===== config.mk =====
export PLATFORM = sky130hd
export DESIGN_NAME = controller_uart1_baud_gen
export DESIGN_NICKNAME = d
export VERILOG_FILES = /design/src/rtl/controller_uart1_baud_gen.sv
export SDC_FILE = /design/constraint.sdc
export NUM_CORES = 1
export LEC_CHECK = 0
export ABC_AREA = 1
export BUFFER_PORTS_ARGS = -buffer_cell sky130_fd_sc_hd__buf_4
export CORE_ASPECT_RATIO = 0.6
export CORE_MARGIN = 5
export CORE_UTILIZATION = 50
export DETAILED_ROUTE_END_ITERATION = 8
export GPL_ROUTABILITY_DRIVEN = 0
export HOLD_SLACK_MARGIN = 0.05
export PLACE_DENSITY_LB_ADDON = 0.2
export SLEW_MARGIN = 10
export SYNTH_ARGS = -nofsm -noshare
export SYNTH_HDL_FRONTEND = slang
export SYNTH_SLANG_ARGS = --single-unit

===== constraint.sdc =====
create_clock -name clk -period 3.25 [get_ports clk]
set_input_delay 0.1625 -clock clk [delete_from_list [all_inputs] [get_ports clk]]
set_output_delay 0.1625 -clock clk [all_outputs]
set_load 0.01 [all_outputs]

===== src/rtl/controller_uart1_baud_gen.sv =====
// UART1 baud tick generator: a phase accumulator that produces 16x oversample,
// bit-centre and bit-boundary strobes with exactly div_q clocks per bit.
module controller_uart1_baud_gen (
    input  logic        clk,
    input  logic        reset_n,
    input  logic [21:0] divisor_in,
    input  logic        enable,
    input  logic        resync,
    output logic        os_tick,
    output logic        mid_tick,
    output logic        bit_tick,
    output logic        active,
    output logic [21:0] div_active
);

    typedef enum logic {
        IDLE = 1'b0,
        RUN  = 1'b1
    } state_t;

    state_t      state;
    logic [21:0] div_q;
    logic [22:0] acc;
    logic [3:0]  os_cnt;

    logic [22:0] d_eff;
    logic [22:0] sum;
    logic        tick_hit;

    // Divisors below 32 are clamped so os_tick is never high on consecutive cycles.
    always_comb begin
        d_eff    = (div_q < 22'd32) ? 23'd32 : {1'b0, div_q};
        sum      = acc + 23'd16;
        tick_hit = (sum >= d_eff);
    end

    // Strobes are single-cycle pulses with no handshake: consumers must sample
    // them on every clock; mid_tick and bit_tick only ever coincide with os_tick.
    always_ff @(posedge clk or negedge reset_n) begin
        if (!reset_n) begin
            state    <= IDLE;
            div_q    <= 22'd0;
            acc      <= 23'd0;
            os_cnt   <= 4'd0;
            os_tick  <= 1'b0;
            mid_tick <= 1'b0;
            bit_tick <= 1'b0;
        end else begin
            os_tick  <= 1'b0;
            mid_tick <= 1'b0;
            bit_tick <= 1'b0;
            case (state)
                IDLE: begin
                    div_q  <= divisor_in;
                    acc    <= 23'd0;
                    os_cnt <= 4'd0;
                    if (enable && (divisor_in != 22'd0)) begin
                        state <= RUN;
                    end
                end
                RUN: begin
                    if (!enable) begin
                        state  <= IDLE;
                        acc    <= 23'd0;
                        os_cnt <= 4'd0;
                    end else if (resync) begin
                        acc    <= 23'd0;
                        os_cnt <= 4'd0;
                        div_q  <= divisor_in;
                    end else if (tick_hit) begin
                        acc      <= sum - d_eff;
                        os_cnt   <= os_cnt + 4'd1;
                        os_tick  <= 1'b1;
                        mid_tick <= (os_cnt == 4'd7);
                        bit_tick <= (os_cnt == 4'd15);
                        // acc is exactly 0 here, so a new divisor starts on a clean phase.
                        if (os_cnt == 4'd15) begin
                            div_q <= divisor_in;
                            if (divisor_in == 22'd0) begin
                                state <= IDLE;
                            end
                        end
                    end else begin
                        acc <= sum;
                    end
                end
                default: state <= IDLE;
            endcase
        end
    end

    assign active     = (state == RUN);
    assign div_active = div_q;

endmodule

==> Yosys cells after proc, flatten, opt, wreduce, memory -nomap -nowiden <==
Index checks and enable logic that the tools add are counted.
{ "word_totals": {"register_bits": 53, "input_bits": 26, "wordCells": 56, "output_inout_bits": 26} }
{ "op_classes": {"eq_ne": 6, "n_mux": 33, "magnitude_cmp": 2, "add_sub_neg": 3, "n_reduce_logical": 4, "n_bitwise": 1} }
{ "op_table": {"columns": ["op", "n"], "rows": [
  ["$mux 22", 5],
  ["$mux 23", 3],
  ["$pmux 23 s2", 1],
  ["$pmux 22 s2", 1],
  ["$add 23x5->23 const B", 1],
  ["$ge 23x22->1", 1],
  ["$sub 23x22->23", 1],
  ["$logic_not 22->1", 1],
  ["$lt 22x6->1 const B", 1],
  ["$reduce_bool 22->1", 1],
  ["$mux 1", 18],
  ["$mux 4", 3],
  ["$pmux 4 s2", 1],
  ["$ne 3x2->1 const B", 2],
  ["$add 4x1->4 const B", 1],
  ["$eq 4x3->1 const B", 1],
  ["$eq 4x4->1 const B", 1],
  ["$ne 4x3->1 const B", 1],
  ["$reduce_and 3->1", 1],
  ["$ne 2x2->1 const B", 1],
  ["$pmux 1 s2", 1],
  ["$logic_and 1x1->1", 1],
  ["$not 1->1", 1]
]} }

==> Longest topological paths before layout <==
Gate-level depths: netlist of the first run.
{ "logic_depth": {"ltp_word": 7, "mapped_depth": 23, "mapped_depth_nobuf": 23} }

==> Least setup slack after synthesis of the first run <==
OpenSTA, ideal clock, no wires.
{ "synth_path": {"kind": "register -> register", "start": "reg acc[4]", "end": "reg acc[20]", "path_slack_ns": 0.402, "t_arrival_ns": 2.727, "t_required_ns": 3.129, "path_buffers": 1, "setup_time_ns": 0.121, "period_less_slack_ns": 2.848, "path_stages_with_launch": 21, "path_cell_list": "dfrtp_1 -> nand3_1 -> nor2_1 -> nand2_1 -> nor2_1 -> nand3_1 -> or2_0 -> nand2_1 -> inv_1 -> ha_1 -> nand2_1 -> inv_1 -> nand2_1 -> nor2_1 -> a21oi_1 -> nand2_1 -> nor2_4 -> nand2_4 -> buf_4 -> o21ai_0 -> nor2_1"} }
{ "synth_between": {"elab_chain_cells": 6, "word_cells_on_any_way": 7, "classes_between": "add/sub (2); order compare (1); mux (4)"} }
{ "synth_rtl": {"columns": ["element", "line_no", "rtl"], "rows": [
  ["from (decl)", "23", "logic [22:0] acc;"],
  ["from (signal assigned)", "71", "acc <= sum - d_eff;"],
  ["from (signal assigned)", "84", "acc <= sum;"],
  ["$add 23x5->23 *", "33", "sum = acc + 23'd16;"],
  ["$sub 23x22->23 or $ge 23x22->1 (tied branches)", "71, 34", null],
  ["$mux 23 *", "70", "end else if (tick_hit) begin"],
  ["$mux 23 *", "66", "end else if (resync) begin"],
  ["$mux 23 *", "62", "if (!enable) begin"],
  ["$pmux 23 s2 *", "52", "case (state)"]
]} }
Mark *: on every way between the ends. The rest lies on a longest branch, timed or not.
A chain may end at the register's enable or synchronous reset.

==> Final worst setup path of the first run <==
{ "layout_path": {"start": "reg div_q[14] (netlist: div_active[14])", "end": "reg acc[16]"} }
{ "layout_between": {"elab_chain_cells": 7, "word_cells_on_any_way": 8, "classes_between": "add/sub (1); order compare (2); mux (5)"} }
{ "layout_rtl": {"columns": ["element", "line_no", "rtl"], "rows": [
  ["from (decl)", "22", "logic [21:0] div_q;"],
  ["from (signal assigned)", "54", "div_q <= divisor_in;"],
  ["from (signal assigned)", "69", "div_q <= divisor_in;"],
  ["from (signal assigned)", "78", "div_q <= divisor_in;"],
  ["$lt 22x6->1", "32", "d_eff = (div_q < 22'd32) ? 23'd32 : {1'b0, div_q};"],
  ["$mux 22 *", "32", null],
  ["$sub 23x22->23 or $ge 23x22->1 (tied branches)", "71, 34", null],
  ["$mux 23 *", "70", null],
  ["$mux 23 *", "66", null],
  ["$mux 23 *", "62", null],
  ["$pmux 23 s2 *", "52", null]
]} }
Marked as above.

==> results of run 1 <==
[power by group through the flow]
stage               registers (uW)  logic, uW  clock network (uW)
floorplan                      783        409                   0
finish                         767        784                 527
detailed placement             772        683                   0
global placement               771        671                   0
CTS                            761        699                 530
global route                   773        857                 563
[through the flow]
step,hold slack (ns),setup TNS [ns],util,setup WS (ns)
CTS,0.1220,-0.01052,0.6155,-0.01052
floorplan,-0.1331,0,-,0.4024
finish,0.1258,0,0.6645,0.09171
global placement,0.2411,-1.088,0.5872,-0.2631
global route,0.1391,-0.7574,0.6645,-0.05906
detailed placement,0.2449,-3.277,0.5872,-0.2714
[cells in the final DEF, fill, tap and decap left out, types with 9 or more instances in the layout]
cell,count
nand2_1,173
inv_1,76
buf_4,63
nor2_1,54
dfrtp_1,50
nand4_1,37
a21oi_1,28
nand3_1,21
o21ai_0,20
ha_1,13
nand2_2,12
xor2_1,12
inv_2,11
xnor2_1,11
o21ai_1,11
nor3_1,9
[worst paths after layout]
path / startpoint / endpoint / slack, ns / cells after the start
min: divisor_in[9] / div_active[9]$_DFFE_PN0P_ / 0.13 / 3
max: div_active[14]$_DFFE_PN0P_ / acc[16]$_DFF_PN0_ / 0.09 / 17
max reg2reg: div_active[14]$_DFFE_PN0P_ / acc[16]$_DFF_PN0_ / 0.09 / 17
min in group asynchronous: reset_n / div_active[2]$_DFFE_PN0P_ / 0.44 / 2
max in group asynchronous: reset_n / acc[8]$_DFF_PN0_ / 2.31 / 2
min reg2reg: acc[3]$_DFFE_PN0P_ / acc[3]$_DFFE_PN0P_ / 0.50 / 2
[cell usage after synthesis, types with 3 or more instances]
cell type  number
nand2_1       186
a21oi_1        33
ha_1           24
nand4_1        37
dfrtp_1        53
inv_1          88
nand3_1        24
xor2_1         15
o21ai_2         5
clkbuf_1        5
o21ai_1         7
nor4_1          6
xnor2_1        12
nor3_1         10
o21ai_0        24
o21bai_1        4
buf_6           5
nor2_1         58
nor2_4          3
nand3_2         3
[per-layer routing]
| metal | global-route usage | up-vias | share of wire |
|---|---|---|---|
| met3 | 0.07884 | 24 | 0.11 |
| met2 | 0.3429 | 214 | 0.40 |
| met1 | 0.3738 | 2018 | 0.47 |
| li1 | - | 2121 | - |
| met5 | 0 | - | 0 |
| met4 | 0.05085 | 0 | 0.013 |
[timing repair]
item | CTS | global route
pin swaps | 0 | 22
resized for setup | 12 | 73
endpoints found under the hold margin | 53 | 0
buffers inserted | 0 | 5
endpoints found under the setup margin | 47 | 53
hold buffers | 1 | 0
gates cloned | 1 | 5
[flip-flops by register name, summed over array words and instances, names as in the netlist]
register    cells
acc            23
active          1
bit_tick        1
div_active     22
mid_tick        1
os_cnt          4
os_tick         1
[final cells by class]
class	instances	area share
Clock inverter	3	0.003292
Inverter	89	0.06419
Multi-Input combinational cell	464	0.5217
Clock buffer	5	0.02351
Tap cell	108	0.02539
Sequential cell	53	0.2499
Timing Repair Buffer	70	0.1119
[kinds of logic (layout without fill, tap and decap cells)]
group                    Yosys count  after routing  share of synthesized area
AND/OR/NAND/NOR                  334            337                     0.3510
XOR/XNOR                          27             27                    0.05645
adder cells (fa/ha/maj)           25             25                    0.07646
flip-flops                        53             53                     0.3166
AO/OA/AOI/OAI                     75             75                    0.09767
buffers and inverters            102            167                     0.1019
[tightest hold or removal path, cell delays in order]
cell and delay (ns):
buf_4 0.09, nand4_1 0.08, nand2_1 0.07
==> run_results.csv, run 1 <==
group,metric,value,unit
finish,fillers,697,
clock_network,htreeDepth,2,
power_and_ir_drop,p_int,1296,uW
finish,layout.nets,734,
run,cap_violations,0,
power_and_ir_drop,power,2078,uW
yosys,synth_area_leaders,"dfrtp_1 (32%), nand2_1 (17%), inv_1 (7.9%)",
clock_network,cts_tree,"done",
power_and_ir_drop,switchingPower,781.4,uW
power_and_ir_drop,power_frac_comb,0.377,
finish,multi_input_area,2776,um2
critical_path,cp.required,3.43,ns
yosys,yosysSeqAreaShare,0.3166,
critical_path,path_cells,"inv_2 -> nand4_1 -> nor4_2 -> nand2_1 -> nand2_1 -> inv_1 -> ha_1 -> fa_1 -> o21ai_0 -> buf_4 -> nand2_1 -> nand2_1 -> nand2_1 -> nand2_1 -> nand2_1 -> a21oi_2 -> nor2_1",
die,dieArea,10370,um2
sta,slew_viol_final,0,
route,drtIter0Drc,365,
clock_network,clk_pin_slew,0.07,ns
clock_network,clk_latency,0.30,ns
placed_design,place_area,4702,um2
yosys,synth-seq-cells,53,
sta,skew,0.007075,ns
yosys,async_flop_share,1.000,
finish,ff_latch_area,1330,um2
critical_path,crit_arrival,3.34,ns
sta,timing.fmax,0.3166,GHz
global_routing,grt_max_degree,54,
critical_path,crit_path_top_delay_cell,"dfrtp_1",
route,postRouteWirelength,13.17,mm
sta,period_needed,3.158,ns
critical_path,path_delay_family,"simple AND/OR/NAND/NOR gates",
power_and_ir_drop,vdd_drop_max,243.3,uV
clock_network,cts_max_path_buffers,2,
finish,n_antenna_cell,0,
sta,tightestPinTransition,0.8793,ns
critical_path,setup.worst_path.class,"register to register",
yosys,synth_cell_types,30,
power_and_ir_drop,clockPowerShare,0.253,
yosys,syn-num-nets,667,
route,via_count,4377,
global_routing,grt_pass1_vias,4032,
critical_path,start_kind,"register",
die,start_util,0.5231,
critical_path,cpMostUsedCell,"nand2_1",
power_and_ir_drop,power_density,390.4,nW/um2
yosys,synth_edf_count,0,
power_and_ir_drop,p_seq_frac,0.369,
yosys,avgSynthCellArea,6.800,um2
die,ioPinCount,52,
finish,drive_above_1_share,0.2237,
die,die_w,128.2,um
clock_network,cts-root-buf,"clkbuf_16",
die,die_h,80.90,um
finish,final_area,5321,um2
sta,report.final.setup_viol,0,
die,rows,25,
worst_hold_path,hp-class,"input pin to register",
placed_design,portBuffers,51,
clock_network,clock-sinks,53,
finish,final_cells,792,
critical_path,cp-end-kind,"register",
sta,hold_violations,0,
route,dr.pass1.iters,5,
yosys,synth.largest_area_cell,"dfrtp_1",
critical_path,critical-path-max-stage-delay,0.42,ns
clock_network,cts_made_buffers,5,
yosys,yosys_warnings,0,
sta,fin_crit_sh,0.9718,
route,ant_nets,0,
die,coreArea,8008,um2
route,drc_errors,0,
placed_design,dpl.cell_count,772,
critical_path,worstPathMaxFanout,5,
yosys,syn_inst,616,
global_routing,grt_use_total,0.2475,
route,viasPerCell,5.527,
critical_path,cp.buffers_inverters,3,
finish,area_growth,27.03,%
global_routing,antenna_found_initial,0,
global_routing,grt_pass1_wl,20.08,mm
route,post_drt_wl_per_cell,16.63,um
power_and_ir_drop,p_leak,0.002766,uW
yosys,synth.cell_area,4189,um2
yosys,synth_top_area_share,0.3166,
outcome,status,"finished clean",
yosys,synth_ff_type,"dfrtp_1",
placed_design,hpwl,9.888,mm
power_and_ir_drop,power.share.switching,0.3761,
global_routing,globalRouteOverflowTotal,0,
sta,slew_headroom,0.4124,
No activity file was read; power rests on OpenSTA's default activity.
==> inputs of run 2 (changes only) <==
--- a/config.mk
+++ b/config.mk
@@ -12,6 +12,7 @@
 export CORE_UTILIZATION = 50
 export DETAILED_ROUTE_END_ITERATION = 8
 export GPL_ROUTABILITY_DRIVEN = 0
+export GPL_TIMING_DRIVEN = 0
 export HOLD_SLACK_MARGIN = 0.05
 export PLACE_DENSITY_LB_ADDON = 0.2
 export SLEW_MARGIN = 10
==> run 2 against run 1 <==
Largest power group is now sequential cells; critical path type unchanged; total power fell by 2.0%; die area is the same; utilization is 2.6 points lower; cell count down 0.25%; critical path depth unchanged; clock-buffer cell count unchanged; global-route usage decreased by 0.31 points; sequential power about the same.
==> run_results.csv, run 2 (synthesis gave the netlist of run 1 again) <==
group,metric,value,unit
critical_path,cp.required,3.44,ns
route,postRouteWirelength,12.59,mm
sta,fin_crit_sh,0.9497,
placed_design,portBuffers,51,
sta,period_needed,3.087,ns
sta,hold_violations,0,
clock_network,clk_latency,0.30,ns
route,ant_nets,0,
die,start_util,0.5231,
critical_path,r2r_cells,17,
sta,report.final.setup_viol,0,
die,die_w,128.2,um
global_routing,grt_max_degree,54,
worst_hold_path,hp-class,"input pin to register",
global_routing,antenna_found_initial,0,
finish,final_cell_mix,"nand2_1 (178), inv_1 (79), buf_4 (58)",
finish,n_antenna_cell,0,
power_and_ir_drop,p_leak,0.002707,uW
die,die_h,80.90,um
finish,layout_commonest_cell,"nand2_1",
critical_path,crit_arrival,3.28,ns
global_routing,grt_use_total,0.2444,
power_and_ir_drop,vdd_drop_max,266.9,uV
finish,drive_above_1_share,0.1950,
route,drtIter0Drc,339,
clock_network,htreeDepth,2,
sta,slew_headroom,0.5407,
sta,timing.fmax,0.3240,GHz
clock_network,cts-root-buf,"clkbuf_16",
global_routing,grt_pass1_vias,3963,
finish,fillers,746,
clock_network,clock-sinks,53,
finish,largest-register,"acc",
critical_path,worstPathMaxFanout,7,
die,coreArea,8008,um2
critical_path,setup.worst_path.class,"register to register",
sta,tightestPinTransition,0.6889,ns
route,via_count,4337,
finish,area_growth,22.10,%
run,cap_violations,0,
die,ioPinCount,52,
sta,setup_ws,0.1633,ns
finish,largest_reg_flops,23,
route,viasPerCell,5.490,
route,dr.pass1.iters,5,
clock_network,cts_tree,"done",
clock_network,clk_pin_slew,0.07,ns
power_and_ir_drop,power,2036,uW
global_routing,grt_pass1_wl,19.82,mm
route,drc_errors,0,
route,post_drt_wl_per_cell,15.93,um
critical_path,start_kind,"register",
finish,layout.nets,733,
sta,skew,0.005802,ns
critical_path,cp-end-kind,"register",
placed_design,hpwl,9.737,mm
sta,slew_viol_final,0,
die,rows,25,
die,dieArea,10370,um2
global_routing,globalRouteOverflowTotal,0,
worst_hold_path,hold_depth,3,
clock_network,cts_made_buffers,5,
outcome,status,"finished clean",
placed_design,place_ws,-0.2718,ns
power_and_ir_drop,power_density,398.1,nW/um2
clock_network,cts_max_path_buffers,2,
## run 2: cell count changes in the layout (fill, tap and decap cells not counted), moves of 4 or more
cell      before  now
buf_4         63   58
buf_6          2    6
clkbuf_1       0    5
ha_1          13   18
ha_4           7    3
nand2_1      173  178
nand2_2       12    8
## run 2: per-layer routing
metal / routed length, um / global-route usage
met1: 5984 / 0.3780
met3: 1369 / 0.04336
met2: 5101 / 0.3518
met4: 131 / 0.05614
met5: 0 / 0
## run 2: path summary, 6_finish.rpt
kind | to | slack [ns] | startpoint
worst max-delay path | os_cnt[3]$_DFFE_PN0P_ | 0.16 | div_active[7]$_DFFE_PN0P_
worst max register to register | os_cnt[3]$_DFFE_PN0P_ | 0.16 | div_active[7]$_DFFE_PN0P_
worst min-delay path | div_active[17]$_DFFE_PN0P_ | 0.11 | divisor_in[17]
worst min register to register | acc[0]$_DFFE_PN0P_ | 0.49 | acc[0]$_DFFE_PN0P_
max in group asynchronous | acc[7]$_DFF_PN0_ | 2.29 | reset_n
min in group asynchronous | div_active[7]$_DFFE_PN0P_ | 0.43 | reset_n
## run 2: layout make-up
class,instances,area (um2),share of cell area
clock inverters,2,16.27,0.003180
clock buffers,5,125.1,0.02446
plain buffers,13,101.3,0.01981
flip-flops and latches,53,1330,0.2600
multi-input cells,461,2625,0.5132
well taps,108,135.1,0.02642
repair buffers,59,445.4,0.08708
inverters,89,336.6,0.06580
## run 2: metrics by stage
stage / area [um2] / hold slack, ns / TNS (ns) / utilization / std cells
2_1_floorplan: 4189 / -0.1331 / 0 / - / 616
3_3_place_gp: 4707 / 0.2348 / -3.103 / 0.5878 / 775
3_5_place_dp: 4707 / 0.2480 / -6.947 / 0.5878 / 775
4_1_cts: 4900 / 0.1110 / 0 / 0.6119 / 784
5_1_grt: 5115 / 0.1206 / -0.05604 / 0.6388 / 790
6_report: 5115 / 0.1148 / 0 / 0.6388 / 790
## run 2: where the power goes
group	internal, uW	switching (uW)	leakage [uW]
registers	710	53.9	0.000695
logic	276	462	0.00195
clock network	283	251	0.0000659
## run 2: worst max-delay path: stages, from the launching register on
cell     delay [ns]
dfrtp_1        0.42
inv_2          0.11
nand4_1        0.13
nor4_2         0.36
nand2_1        0.17
nand2_1        0.14
ha_1           0.31
nand2_1        0.19
nor2_1         0.08
nand2_1        0.07
nor2_1         0.04
a21oi_1        0.13
nand2_1        0.10
nor2_4         0.17
nand2_4        0.13
nor2_4         0.18
buf_4          0.18
o21ai_0        0.07
## run 2: what timing repair did
| item | in CTS | in global routing |
|---|---|---|
| hold buffers | 1 | 0 |
| endpoints found under the setup margin | 50 | 52 |
| setup buffers | 1 | 5 |
| resized for setup | 11 | 53 |
| hold endpoints to repair | 53 | 0 |
| pin swaps | 1 | 13 |
| cloned | 0 | 1 |
==> inputs of run 3 (changes only) <==
--- a/config.mk
+++ b/config.mk
@@ -15,7 +15,6 @@
 export GPL_TIMING_DRIVEN = 0
 export HOLD_SLACK_MARGIN = 0.05
 export PLACE_DENSITY_LB_ADDON = 0.2
-export SLEW_MARGIN = 10
 export SYNTH_ARGS = -nofsm -noshare
 export SYNTH_HDL_FRONTEND = slang
 export SYNTH_SLANG_ARGS = --single-unit
==> constraint.sdc (replaced) <==
create_clock -name clk -period 3 [get_ports clk]
set_input_delay 0.15 -clock clk [delete_from_list [all_inputs] [get_ports clk]]
set_output_delay 0.15 -clock clk [all_outputs]
set_load 0.01 [all_outputs]
==> run 3 against run 2 <==
The flow now finishes with violations (negative setup slack); largest cell class unchanged; critical endpoint is now acc[20]$_DFF_PN0_; routed wire length up 8.8%; global-route usage up 1.3 points; cell count up 3.2%; cell area up 10%; sequential share of layout area down 2.5 points.
==> run_results.csv, run 3 (synthesis gave the netlist of run 1 again) <==
group,metric,value,unit
critical_path,path_delay_family,"simple AND/OR/NAND/NOR gates",
critical_path,start_kind,"register",
sta,tightestPinTransition,0.7146,ns
critical_path,crit_arrival,3.20,ns
sta,fin_crit_sh,1.004,
die,rows,25,
power_and_ir_drop,power_density,417.8,nW/um2
clock_network,htreeDepth,2,
power_and_ir_drop,power_frac_comb,0.400,
finish,area_growth,34.65,%
run,cap_violations,0,
sta,hold_violations,0,
finish,final_cell_mix,"nand2_1 (141), buf_4 (81), inv_1 (72)",
clock_network,clk_pin_slew,0.07,ns
power_and_ir_drop,vdd_drop_max,294.6,uV
die,ioPinCount,52,
clock_network,cts_tree,"done",
sta,report.final.setup_viol,1,
critical_path,cp.buffers_inverters,3,
finish,n_antenna_cell,0,
global_routing,antenna_found_initial,0,
route,postRouteWirelength,13.69,mm
sta,timing.fmax,0.3322,GHz
finish,multi_input_area,2917,um2
global_routing,met1_usage,0.3783,
critical_path,cp-end-kind,"register",
global_routing,grt_pass1_vias,4084,
die,start_util,0.5231,
clock_network,cts_max_path_buffers,2,
sta,skew,0.006821,ns
global_routing,grt.met2_usage,0.3789,
outcome,status,"finished with violations",
clock_network,cts_made_buffers,5,
critical_path,critical-path-max-stage-delay,0.41,ns
sta,slew_headroom,0.5236,
global_routing,grt_max_degree,54,
power_and_ir_drop,p_leak,0.002910,uW
route,viasPerCell,5.507,
critical_path,crit_path_top_delay_cell,"dfrtp_1",
power_and_ir_drop,switchingPower,898.6,uW
critical_path,cp.required,3.19,ns
finish,largest-register,"acc",
die,die_w,128.2,um
global_routing,busiest_layer,"met2",
power_and_ir_drop,p_int,1458,uW
power_and_ir_drop,power.share.switching,0.3813,
finish,layout.nets,758,
clock_network,cts-root-buf,"clkbuf_16",
finish,drive_above_1_share,0.3197,
finish,layout_commonest_cell,"nand2_1",
sta,setup_ws,-0.01069,ns
route,drtIter0Drc,298,
critical_path,setup.worst_path.class,"register to register",
critical_path,path_cells,"nand3_2 -> nor2_4 -> nand2_2 -> nor2_4 -> inv_1 -> nor2_4 -> xor2_1 -> inv_1 -> ha_4 -> nand2_4 -> nor2_2 -> nand2_1 -> nor2_2 -> a21oi_2 -> nand2_1 -> nor2_4 -> nand2_8 -> buf_12 -> o21ai_0 -> nor2_1",
route,dr.pass1.iters,5,
global_routing,globalRouteOverflowTotal,0,
finish,largest_reg_flops,23,
clock_network,clock-sinks,53,
global_routing,met3_usage,0.06570,
sta,slew_viol_final,0,
placed_design,hpwl,9.737,mm
power_and_ir_drop,p_seq_frac,0.354,
sta,period_needed,3.011,ns
route,ant_nets,0,
power_and_ir_drop,power,2356,uW
finish,fillers,687,
worst_hold_path,hp-class,"input pin to register",
critical_path,worstPathMaxFanout,10,
outcome,violations,"negative setup slack",
placed_design,place_ws,-0.5218,ns
critical_path,cpMostUsedCell,"nor2_4",
die,die_h,80.90,um
power_and_ir_drop,clockPowerShare,0.246,
finish,ff_latch_area,1326,um2
sta,grt_setup_unrepaired,"true",
route,drc_errors,0,
global_routing,grt_pass1_wl,20.69,mm
placed_design,portBuffers,51,
route,post_drt_wl_per_cell,16.80,um
global_routing,grt_use_total,0.2574,
die,dieArea,10370,um2
die,coreArea,8008,um2
route,via_count,4488,
clock_network,clk_latency,0.30,ns
==> run 3: cell count changes in the layout (fill, tap and decap cells not counted), moves of 4 or more <==
cell and change:
o21ai_2 +11, nand2_2 +33, inv_1 -7, inv_2 +6, nand3_1 -4, nand2_1 -37, o21ai_0 -6, ha_4 +4
ha_1 -5, buf_4 +23, o21ai_1 -5
==> run 3: metrics by stage <==
| step | cells | util | cell area (um2) | hold WS (ns) | setup TNS, ns |
|---|---|---|---|---|---|
| 2_1_floorplan | 616 | - | 4189 | -0.1456 | 0 |
| 3_3_place_gp | 775 | 0.5878 | 4707 | 0.2223 | -15.78 |
| 3_5_place_dp | 775 | 0.5878 | 4707 | 0.2355 | -19.98 |
| 4_1_cts | 795 | 0.6413 | 5135 | 0.09854 | 0 |
| 5_1_grt | 815 | 0.7044 | 5640 | 0.1079 | -6.546 |
| 6_report | 815 | 0.7044 | 5640 | 0.1035 | -0.01069 |
==> run 3: power by group through the flow <==
stage | Combinational, uW | Clock, uW | Sequential [uW]
final | 942 | 580 | 834
after global routing | 1030 | 620 | 844
after CTS | 782 | 594 | 826
after detailed placement | 730 | 0 | 837
after global placement | 719 | 0 | 838
after floorplan | 443 | 0 | 848
==> run 3: routing by layer <==
metal / wire length (um) / part of all wire / up-vias
li1: - / - / 2177
met1: 6297 / 0.46 / 2091
met2: 5820 / 0.43 / 190
met3: 1313 / 0.096 / 30
met4: 257 / 0.019 / 0
met5: 0 / 0 / -
==> run 3: area by class of cell <==
cell class	instances	share of cell area
tap	108	0.02396
clock inverter	2	0.002884
sequential	53	0.2351
clock buffer	5	0.02218
buffer	13	0.02085
timing repair buffer	84	0.1173
inverter	89	0.06056
multi-input combinational	461	0.5171
==> run 3: final timing paths <==
check / depth (start not counted) / startpoint / slack [ns] / endpoint
setup / recovery: 20 / acc[4]$_DFF_PN0_ / -0.01 / acc[20]$_DFF_PN0_
hold / removal: 3 / divisor_in[6] / 0.10 / div_active[6]$_DFFE_PN0P_
setup reg to reg: 20 / acc[4]$_DFF_PN0_ / -0.01 / acc[20]$_DFF_PN0_
hold reg to reg: 2 / acc[0]$_DFFE_PN0P_ / 0.50 / acc[0]$_DFFE_PN0P_
max in group asynchronous: 2 / reset_n / 2.11 / acc[10]$_DFF_PN0_
min in group asynchronous: 2 / reset_n / 0.43 / div_active[7]$_DFFE_PN0P_
==> run 3: repair_timing <==
action / in CTS / in global routing
resized for setup: 47 / 112
pin swaps: 14 / 32
endpoints found under the setup margin: 53 / 53
hold buffers: 1 / 0
hold endpoints to repair: 53 / 0
cloned: 1 / 3
setup buffers: 11 / 17
==> run 3: worst register-to-register path, cell delays in order (launching register included) <==
cell,delay (ns)
dfrtp_1,0.41
nand3_2,0.13
nor2_4,0.15
nand2_2,0.07
nor2_4,0.12
inv_1,0.10
nor2_4,0.12
xor2_1,0.17
inv_1,0.12
ha_4,0.29
nand2_4,0.09
nor2_2,0.04
nand2_1,0.08
nor2_2,0.06
a21oi_2,0.12
nand2_1,0.09
nor2_4,0.19
nand2_8,0.13
buf_12,0.18
o21ai_0,0.16
nor2_1,0.07
